**config.mk**
```make
export PLATFORM = sky130hd
export DESIGN_NAME = midi_player
export DESIGN_NICKNAME = d
export VERILOG_FILES = /design/src/rtl/midi_player.sv
export SDC_FILE = /design/constraint.sdc
export NUM_CORES = 2
export LEC_CHECK = 0
export CELL_PAD_IN_SITES_DETAIL_PLACEMENT = 1
export CELL_PAD_IN_SITES_GLOBAL_PLACEMENT = 2
export CORE_AREA = 8 8 375 377
export DETAILED_ROUTE_END_ITERATION = 10
export DIE_AREA = 0 0 383 385
export PLACE_DENSITY = 0.62
export SETUP_SLACK_MARGIN = 0.1
export SLEW_MARGIN = 20
export SYNTH_ARGS = -nofsm -noshare
export SYNTH_HDL_FRONTEND = slang
export SYNTH_SLANG_ARGS = --single-unit
```
**constraint.sdc**
```tcl
create_clock -name clk -period 9 [get_ports clk]
set_input_delay 0.9 -clock clk [delete_from_list [all_inputs] [get_ports clk]]
set_output_delay 0.9 -clock clk [all_outputs]
set_load 0.01 [all_outputs]
```
**src/rtl/midi_player.sv**
```systemverilog
// midi_player: monophonic synth voice. A MIDI note drives a 32-bit NCO, the
// selected waveform is shaped by an ADSR envelope and master volume, then
// smoothed by a one-pole low-pass filter before leaving as 16-bit PCM.
module midi_player #(
    parameter int unsigned SAMPLE_DIV    = 1,
    parameter int unsigned SAMPLE_RATE   = 44100,
    parameter int unsigned ATTACK_STEP   = 148,
    parameter int unsigned DECAY_STEP    = 16,
    parameter logic [15:0] SUSTAIN_LEVEL = 16'hC000,
    parameter int unsigned RELEASE_STEP  = 4
) (
    input  logic        clk,
    input  logic        reset,
    input  logic [7:0]  midi_data,
    input  logic        midi_valid,
    input  logic [7:0]  amplitude,
    input  logic [1:0]  waveform_select,
    input  logic [7:0]  filter_alpha,
    output logic [15:0] sound_data,
    output logic        sound_valid
);

    typedef enum logic [2:0] {
        ST_IDLE, ST_ATTACK, ST_DECAY, ST_SUSTAIN, ST_RELEASE
    } env_state_e;

    localparam logic [15:0] ATK_STEP = 16'(ATTACK_STEP);
    localparam logic [15:0] DEC_STEP = 16'(DECAY_STEP);
    localparam logic [15:0] REL_STEP = 16'(RELEASE_STEP);

    // Equal-tempered phase increment for note n, A4 (69) = 440 Hz.
    function automatic logic [31:0] note_inc(input int n);
        real freq;
        freq = 440.0 * (2.0 ** ((real'(n) - 69.0) / 12.0));
        return 32'($rtoi(4294967296.0 * freq / real'(SAMPLE_RATE) + 0.5));
    endfunction

    // NOTE: the increment table is an elaboration-time constant, so it needs
    // neither storage nor reset; it folds into plain combinational logic.
    logic [31:0] inc_rom [128];
    for (genvar g = 0; g < 128; g++) begin : g_inc_rom
        localparam logic [31:0] INC = note_inc(g);
        assign inc_rom[g] = INC;
    end

    // Bit 7 of a MIDI data byte is a status flag, meaningless for a note number.
    logic unused_midi_bit7;
    assign unused_midi_bit7 = midi_data[7];

    // Sample-rate divider, NCO, noise LFSR and gate history.
    logic [15:0] div_cnt_q;
    logic        tick;
    logic [31:0] phase_q;
    logic [15:0] lfsr_q;
    logic        gate_q;
    logic        lfsr_fb;

    assign tick    = (div_cnt_q == 16'(SAMPLE_DIV - 1));
    assign lfsr_fb = lfsr_q[15] ^ lfsr_q[13] ^ lfsr_q[12] ^ lfsr_q[10];

    // Advance the divider every clk; oscillator state moves only on a tick.
    always_ff @(posedge clk) begin
        // NOTE: sequential state uses non-blocking assignments so every
        // register samples pre-edge values regardless of statement order.
        if (reset) begin
            div_cnt_q <= '0;
            phase_q   <= '0;
            lfsr_q    <= 16'hACE1;
            gate_q    <= 1'b0;
        end else begin
            div_cnt_q <= tick ? '0 : div_cnt_q + 16'd1;
            if (tick) begin
                phase_q <= phase_q + inc_rom[midi_data[6:0]];
                lfsr_q  <= {lfsr_q[14:0], lfsr_fb};
                gate_q  <= midi_valid;
            end
        end
    end

    // ADSR envelope.
    env_state_e  state_q, state_d;
    logic [15:0] env_q, env_d;
    logic        rise;

    assign rise = midi_valid & ~gate_q;

    // Envelope state register.
    always_ff @(posedge clk) begin
        if (reset) begin
            state_q <= ST_IDLE;
            env_q   <= '0;
        end else begin
            state_q <= state_d;
            env_q   <= env_d;
        end
    end

    // Envelope next state: gate release wins over the per-state ramp.
    always_comb begin
        // NOTE: defaults first, so no path through the case leaves a
        // variable unassigned and infers a latch.
        state_d = state_q;
        env_d   = env_q;
        if (tick) begin
            unique case (state_q)
                ST_IDLE: begin
                    env_d = '0;
                    if (rise) state_d = ST_ATTACK;
                end
                ST_ATTACK: begin
                    if (!midi_valid) begin
                        state_d = ST_RELEASE;
                    end else if (env_q >= 16'hFFFF - ATK_STEP) begin
                        env_d   = 16'hFFFF;
                        state_d = ST_DECAY;
                    end else begin
                        env_d = env_q + ATK_STEP;
                    end
                end
                ST_DECAY: begin
                    if (!midi_valid) begin
                        state_d = ST_RELEASE;
                    end else if ({1'b0, env_q} <= {1'b0, SUSTAIN_LEVEL} + {1'b0, DEC_STEP}) begin
                        env_d   = SUSTAIN_LEVEL;
                        state_d = ST_SUSTAIN;
                    end else begin
                        env_d = env_q - DEC_STEP;
                    end
                end
                ST_SUSTAIN: begin
                    if (!midi_valid) state_d = ST_RELEASE;
                end
                ST_RELEASE: begin
                    if (rise) begin
                        state_d = ST_ATTACK;
                    end else if (env_q <= REL_STEP) begin
                        env_d   = '0;
                        state_d = ST_IDLE;
                    end else begin
                        env_d = env_q - REL_STEP;
                    end
                end
                default: state_d = ST_IDLE;
            endcase
        end
    end

    // Stage 1 waveform generator, from the phase before this tick's advance.
    logic signed [15:0] wave_d;
    logic        [15:0] tri_t;

    assign tri_t = phase_q[31] ? ~phase_q[30:15] : phase_q[30:15];

    // Select the raw waveform sample.
    always_comb begin
        wave_d = '0;
        unique case (waveform_select)
            2'b00:   wave_d = phase_q[31] ? 16'sh8000 : 16'sh7FFF;
            2'b01:   wave_d = phase_q[31:16] ^ 16'h8000;
            2'b10:   wave_d = tri_t ^ 16'h8000;
            default: wave_d = lfsr_q;
        endcase
    end

    // Pipeline registers: wave, gain and filter stages.
    logic               s1_valid_q, s2_valid_q, sound_valid_q;
    logic signed [15:0] wave_q, v2_q, y_q;
    logic        [15:0] env_s1_q;
    logic        [7:0]  amp_s1_q, alpha_s1_q, alpha_s2_q;
    logic signed [32:0] prod1;
    logic signed [15:0] v1;
    logic signed [24:0] prod2;
    logic signed [15:0] v2_d;
    logic signed [24:0] diff, prod3;
    logic signed [15:0] y_d;

    // Stage 2 gain: envelope then master volume, arithmetic shifts only.
    always_comb begin
        prod1 = $signed(wave_q) * $signed({1'b0, env_s1_q});
        v1    = 16'(prod1 >>> 16);
        prod2 = v1 * $signed({1'b0, amp_s1_q});
        v2_d  = 16'(prod2 >>> 8);
    end

    // Stage 3 one-pole low-pass; y stays between old y and v2, so no overflow.
    always_comb begin
        diff  = 25'(v2_q) - 25'(y_q);
        prod3 = diff * $signed({17'd0, alpha_s2_q});
        y_d   = y_q + 16'(prod3 >>> 8);
    end

    // Move samples down the three-stage pipeline on their valid strobes.
    always_ff @(posedge clk) begin
        if (reset) begin
            s1_valid_q    <= 1'b0;
            s2_valid_q    <= 1'b0;
            sound_valid_q <= 1'b0;
            wave_q        <= '0;
            env_s1_q      <= '0;
            amp_s1_q      <= '0;
            alpha_s1_q    <= '0;
            alpha_s2_q    <= '0;
            v2_q          <= '0;
            y_q           <= '0;
        end else begin
            s1_valid_q <= tick;
            if (tick) begin
                wave_q     <= wave_d;
                env_s1_q   <= env_q;
                amp_s1_q   <= amplitude;
                alpha_s1_q <= filter_alpha;
            end
            s2_valid_q <= s1_valid_q;
            if (s1_valid_q) begin
                v2_q       <= v2_d;
                alpha_s2_q <= alpha_s1_q;
            end
            sound_valid_q <= s2_valid_q;
            if (s2_valid_q) y_q <= y_d;
        end
    end

    assign sound_data  = y_q;
    assign sound_valid = sound_valid_q;

endmodule

```
**Word-level counts from Yosys, hierarchy flattened**

Memories as Yosys holds them, arrays and structs flattened.
Cells that the tools add are included.

- ROM bits: 4096
- Output and inout bits: 17
- Memories kept: 1
- Bits in registers: 175
- Word-level logic and storage cells: 82

- Multipliers: 3
- Order comparisons: 4
- Add/subtract/negate cells: 7
- Mux-type cells: 21
- Bitwise operators: 9
- Reductions and logical operators: 7
- Equality and inequality tests: 14

Memories:

| name | words | width | read ports | clocked after Yosys merged registers in | wr ports | line | source |
|---|---|---|---|---|---|---|---|
| (name not given) | 128 | 32 | 1 | 0 | 0 | 73 | `phase_q <= phase_q + inc_rom[midi_data[6:0]];` |

Operators with widths:

| cell | count |
|---|---|
| 2-to-1 mux 16 bit | 8 |
| 2-to-1 mux 32 bit | 2 |
| case mux 16 bit (4 select lines) | 1 |
| case mux 16 bit (3 select lines) | 1 |
| adder 32 bit | 1 |
| multiplier 16 x 17 -> 32 bit | 1 |
| multiplier 16 x 9 -> 24 bit | 1 |
| multiplier 17 x 9 -> 24 bit | 1 |
| 2-to-1 mux 3 bit | 8 |
| subtractor 16 x 16 -> 17 bit | 1 |
| adder 16 x 1 -> 16 bit, second input constant | 1 |
| adder 16 bit | 1 |
| adder 16 x 8 -> 16 bit, second input constant | 1 |
| greater-or-equal comparator 16 bit, second input constant | 1 |
| less-or-equal comparator 16 bit, second input constant | 1 |
| less-or-equal comparator 16 x 3 -> 1 bit, second input constant | 1 |
| zero test 16 bit | 1 |
| inverter 16 bit | 1 |
| subtractor 16 x 3 -> 16 bit, second input constant | 1 |
| subtractor 16 x 5 -> 16 bit, second input constant | 1 |
| case mux 3 bit (5 select lines) | 1 |
| != test 2 bit, second input constant | 5 |
| != test 3 bit, second input constant | 3 |
| greater-or-equal comparator 8 bit, second input constant | 1 |
| 15 further kinds | 20 |

**Depth between registers and ports, before layout**

- Depth after elaboration: 5
- Gate-level depth with buffers: 45
- Depth with buffers taken out: 43

**Worst setup path after synthesis**

OpenSTA, ideal clock, no wires.

- Kind: register to register
- Start: reg wave_q[11]
- End: reg v2_q[13]
- Slack: -925 ps
- Stages on the path, launching flop included: 40
- Library setup time: 117 ps
- Arrival time: 9808 ps
- Cells stage by stage: dfxtp_1 > clkbuf_1 > clkbuf_1 > nand2_1 > fa_1 > inv_1 > fa_1 > fa_1 > fa_1 > fa_1 > inv_1 > fa_1 > inv_1 > ha_1 > and3_1 > o21ai_1 > a2111oi_2 > o31ai_1 > [4 not listed] > nand2_1 > fa_1 > inv_1 > fa_1 > fa_1 > inv_1 > fa_1 > inv_1 > ha_1 > nor2b_1 > o21ai_0 > nand2b_1 > a21o_1 > a211oi_1 > o31a_1 > o21ai_1 > xor2_1 > a22o_1

- Word-level cells in the longest chain between the ends: 2

Ends and longest elaborated chain:

| item | line | source |
|---|---|---|
| from (decl) | 167 | `logic signed [15:0] wave_q, v2_q, y_q;` |
| from (signal assigned) | 208 | `wave_q <= wave_d;` |
| multiplier 16 x 17 -> 32 bit | 179 | `prod1 = $signed(wave_q) * $signed({1'b0, env_s1_q});` |
| multiplier 16 x 9 -> 24 bit | 181 | `prod2 = v1 * $signed({1'b0, amp_s1_q});` |
| to (signal assigned) | 215 | `v2_q <= v2_d;` |
| to (decl) | 167 |  |

No other way between the ends.
A chain may end at the register's enable or synchronous reset.

**Worst setup path in the final report**

- Start: reg wave_q[5]
- End: reg v2_q[15]

The elaborated chain is that of the path after synthesis.

==> metrics.txt <==
Register Area=between 3000 and 4000 um^2; Finished Layout Cells=5797; critical path's top delay family=adder cells; die footprint=147000 um^2; met1 WL=46.3 mm; share of layout cells above drive strength 1=14.1%; largest net degree at the start of global routing=101; wirelength, routed=98.9 mm; CP Data Arrival Time=10.17 ns; Worst Skew=0.0155 ns; Longest Clk Path Bufs=2; hold slack=0.451 ns; CP dominant cell by count=fa_1; Avg Cell Area, Syn=7.99 um^2; initial cell density of the core=22.8%; final setup fails=15; CP max FO=8; slew margin rel.=35.6%; PortBufs=44; Cell variety after synth=93; grt total ovfl=0; Post-Syn Area=30600 um^2; clock sink count=173; cts hold-fix bufs=0; area occupied by multi-input gates=25100 um^2; number of global-route vias before repair=about 28000; MaxCap Viol Count=0; total track usage=13.4%; ANT nets after route=0; die width=383 um; CP startpoint kind=flip-flop; worst hold path type=flip-flop to flip-flop; hpwl dp=between 70 and 80 mm; Wirelength per Cell=17.1 um; failing checks=setup timing; clock root buffer=clkbuf_16; synth cell count leaders=571 x inv_1, 509 x nand2_1, 395 x fa_1; Worst-path clk slew=0.08 ns; TritonCTS Buffers=17; period utilisation layout=108%; worst skew pair latency=0.51 ns; Post-Synthesis Cells=3837; Main synth FF type=dfxtp_1; upper clock frequency limit=slightly above 0.1 GHz; Synth Warn #=0; CTS tree=done; top-area cell type share of the netlist area=25.8%; chip height=385 um; PD cells=182 nW/um^2; Area Overhead vs Synth=19.2%; Layout Nets=4714; Synth area leader=fa_1; WP buf/inv=9; syn nets=approximately 4500; RSZ-0062 raised after global routing=yes; top-level I/O count=46; Crit path required time=about 9.4 ns; sequential cell area fraction in the yosys report=11.3%; status=finished, violations left; fin worst setup slack=-0.728 ns; Fill cells=15900; first-pass GRT wire length=160 mm; H-tree lvl count=4; WL met2=48.6 mm; LEAKAGE=roughly 17 nW; min cycle time layout=approximately 9.7 ns; met3 WL=approximately 2.2 mm; Vias/cell=4.57; main area contributors after synthesis=fa_1 26%, ha_1 12%, dfxtp_1 11%; Post-synth EDFFs=0; CP max stage cell=fa_1; WS Path Type=flip-flop to flip-flop; most frequent cell after synthesis=inv_1; Final Wtd Congestion=0.820; worst slew pin tran=0.963 ns; dpl cells=5724; antenna violations before repair=2; FF+latch count, synth=173; Hold Fails Final Rpt=0; uppermost routed layer=met5; slowest cell delay on critical path=0.57 ns; Vias=approximately 26000; Final Max Tran Viols=0; drt first pass iters=5; Crit. End Element=flip-flop; core area=135000 um^2; Core Rows=135; Async SR Flop Fraction=0%; Worst VDD drop=between 150 and 200 uV; DRT iter0 DRCs=984; detailed-route DRC error count=0
-- per-stage QoR --
step                      setup WS, ns  util (%)  area [um^2]  setup TNS, ns  total power, mW
after CTS                       -0.778      26.8        36100          -7.99             6.58
after floorplan                 -0.275         -        31100          -1.20             4.15
final                           -0.728      27.1        36500          -7.96             6.63
after detailed placement        -0.998      25.9        34800         -12.05             5.62
after global routing             -1.11      27.1        36500         -14.49             7.38
after global placement          -0.831      25.9        34800          -9.37             5.54
-- layer usage --
metal,track usage [%],vias to the layer above
met1,17.8,13400
li1,-,12800
met3,1.65,86
met4,2.83,4
met2,23.4,254
met5,0,-
-- flip-flops by register name, indices dropped and copies added (netlist names), 15 cells and up --
signal	cells
div_cnt_q	16
env_q	15
lfsr_q	16
env_s1_q	15
wave_q	16
v2_q	16
phase_q	32
sound_data	16
-- layout by cell type, fill, tap and decap left out, types with 40 or more instances in the layout --
cell type	netlist	routed
a21oi_1	240	224
and2_1	268	256
buf_4	1	265
dfxtp_1	173	145
fa_1	395	383
ha_1	288	267
inv_1	571	554
mux2i_1	64	64
nand2_1	509	501
nand3_1	56	55
nor2_1	238	228
nor2b_1	45	40
nor3_1	42	41
o21ai_0	146	130
xnor2_1	99	89
-- report_power, final --
part / leakage (nW) / internal [mW] / switching (mW)
clock network: 0.290 / 0.424 / 0.381
logic: 15.2 / 2.13 / 2.63
registers: 1.44 / 0.899 / 0.175
-- area by class of cell --
| cell class | instances | share of cell area, % |
|---|---|---|
| multi-input combinational | 2889 | 68.7 |
| inverter | 575 | 5.91 |
| clock buffer | 19 | 1.24 |
| timing repair buffer | 346 | 8.02 |
| clock inverter | 13 | 0.380 |
| antenna | 1 | 0.00685 |
| tap | 1781 | 6.10 |
| sequential | 173 | 9.69 |
-- worst paths after layout --
check / startpoint / endpoint / slack (ns) / cells past startpoint
setup / recovery: wave_q[5]$_SDFFE_PP0P_ / v2_q[15]$_SDFFE_PP0P_ / -0.73 / 40
hold / removal: gate_q$_SDFFE_PP0P_ / gate_q$_SDFFE_PP0P_ / 0.45 / 2
setup reg to reg: wave_q[5]$_SDFFE_PP0P_ / v2_q[15]$_SDFFE_PP0P_ / -0.73 / 40
hold reg to reg: gate_q$_SDFFE_PP0P_ / gate_q$_SDFFE_PP0P_ / 0.45 / 2
-- kinds of logic (layout without fill, tap and decap cells) --
family / after synthesis / in the layout / synth area share, %
and+or+nand+nor: 1289 / 1289 / 20.1
buffers and inverters: 775 / 953 / 9.54
AOI/OAI and AO/OA: 699 / 699 / 14.6
adders and majority gates: 683 / 683 / 37.6
DFF: 173 / 173 / 11.3
xor gates and xnor gates: 144 / 144 / 4.19
muxes: 74 / 74 / 2.71
other: 0 / 1 / 0
-- worst reg2reg max path: cells and delay by family (launching register included) --
kind,cells,cell delay [ns]
AO/OA/AOI/OAI,14,2.50
XOR/XNOR,1,0.16
adder cells (fa/ha/maj),12,5.38
buffers and inverters,9,0.85
flip-flops,1,0.36
AND/OR/NAND/NOR,4,0.42
-- what timing repair did --
| action | CTS | global route |
|---|---|---|
| endpoints found under the setup margin | 17 | 19 |
| pin swaps | 63 | 64 |
| setup buffers | 24 | 17 |
| gates resized for setup | 126 | 80 |
(Power assumes the default switching activity.)
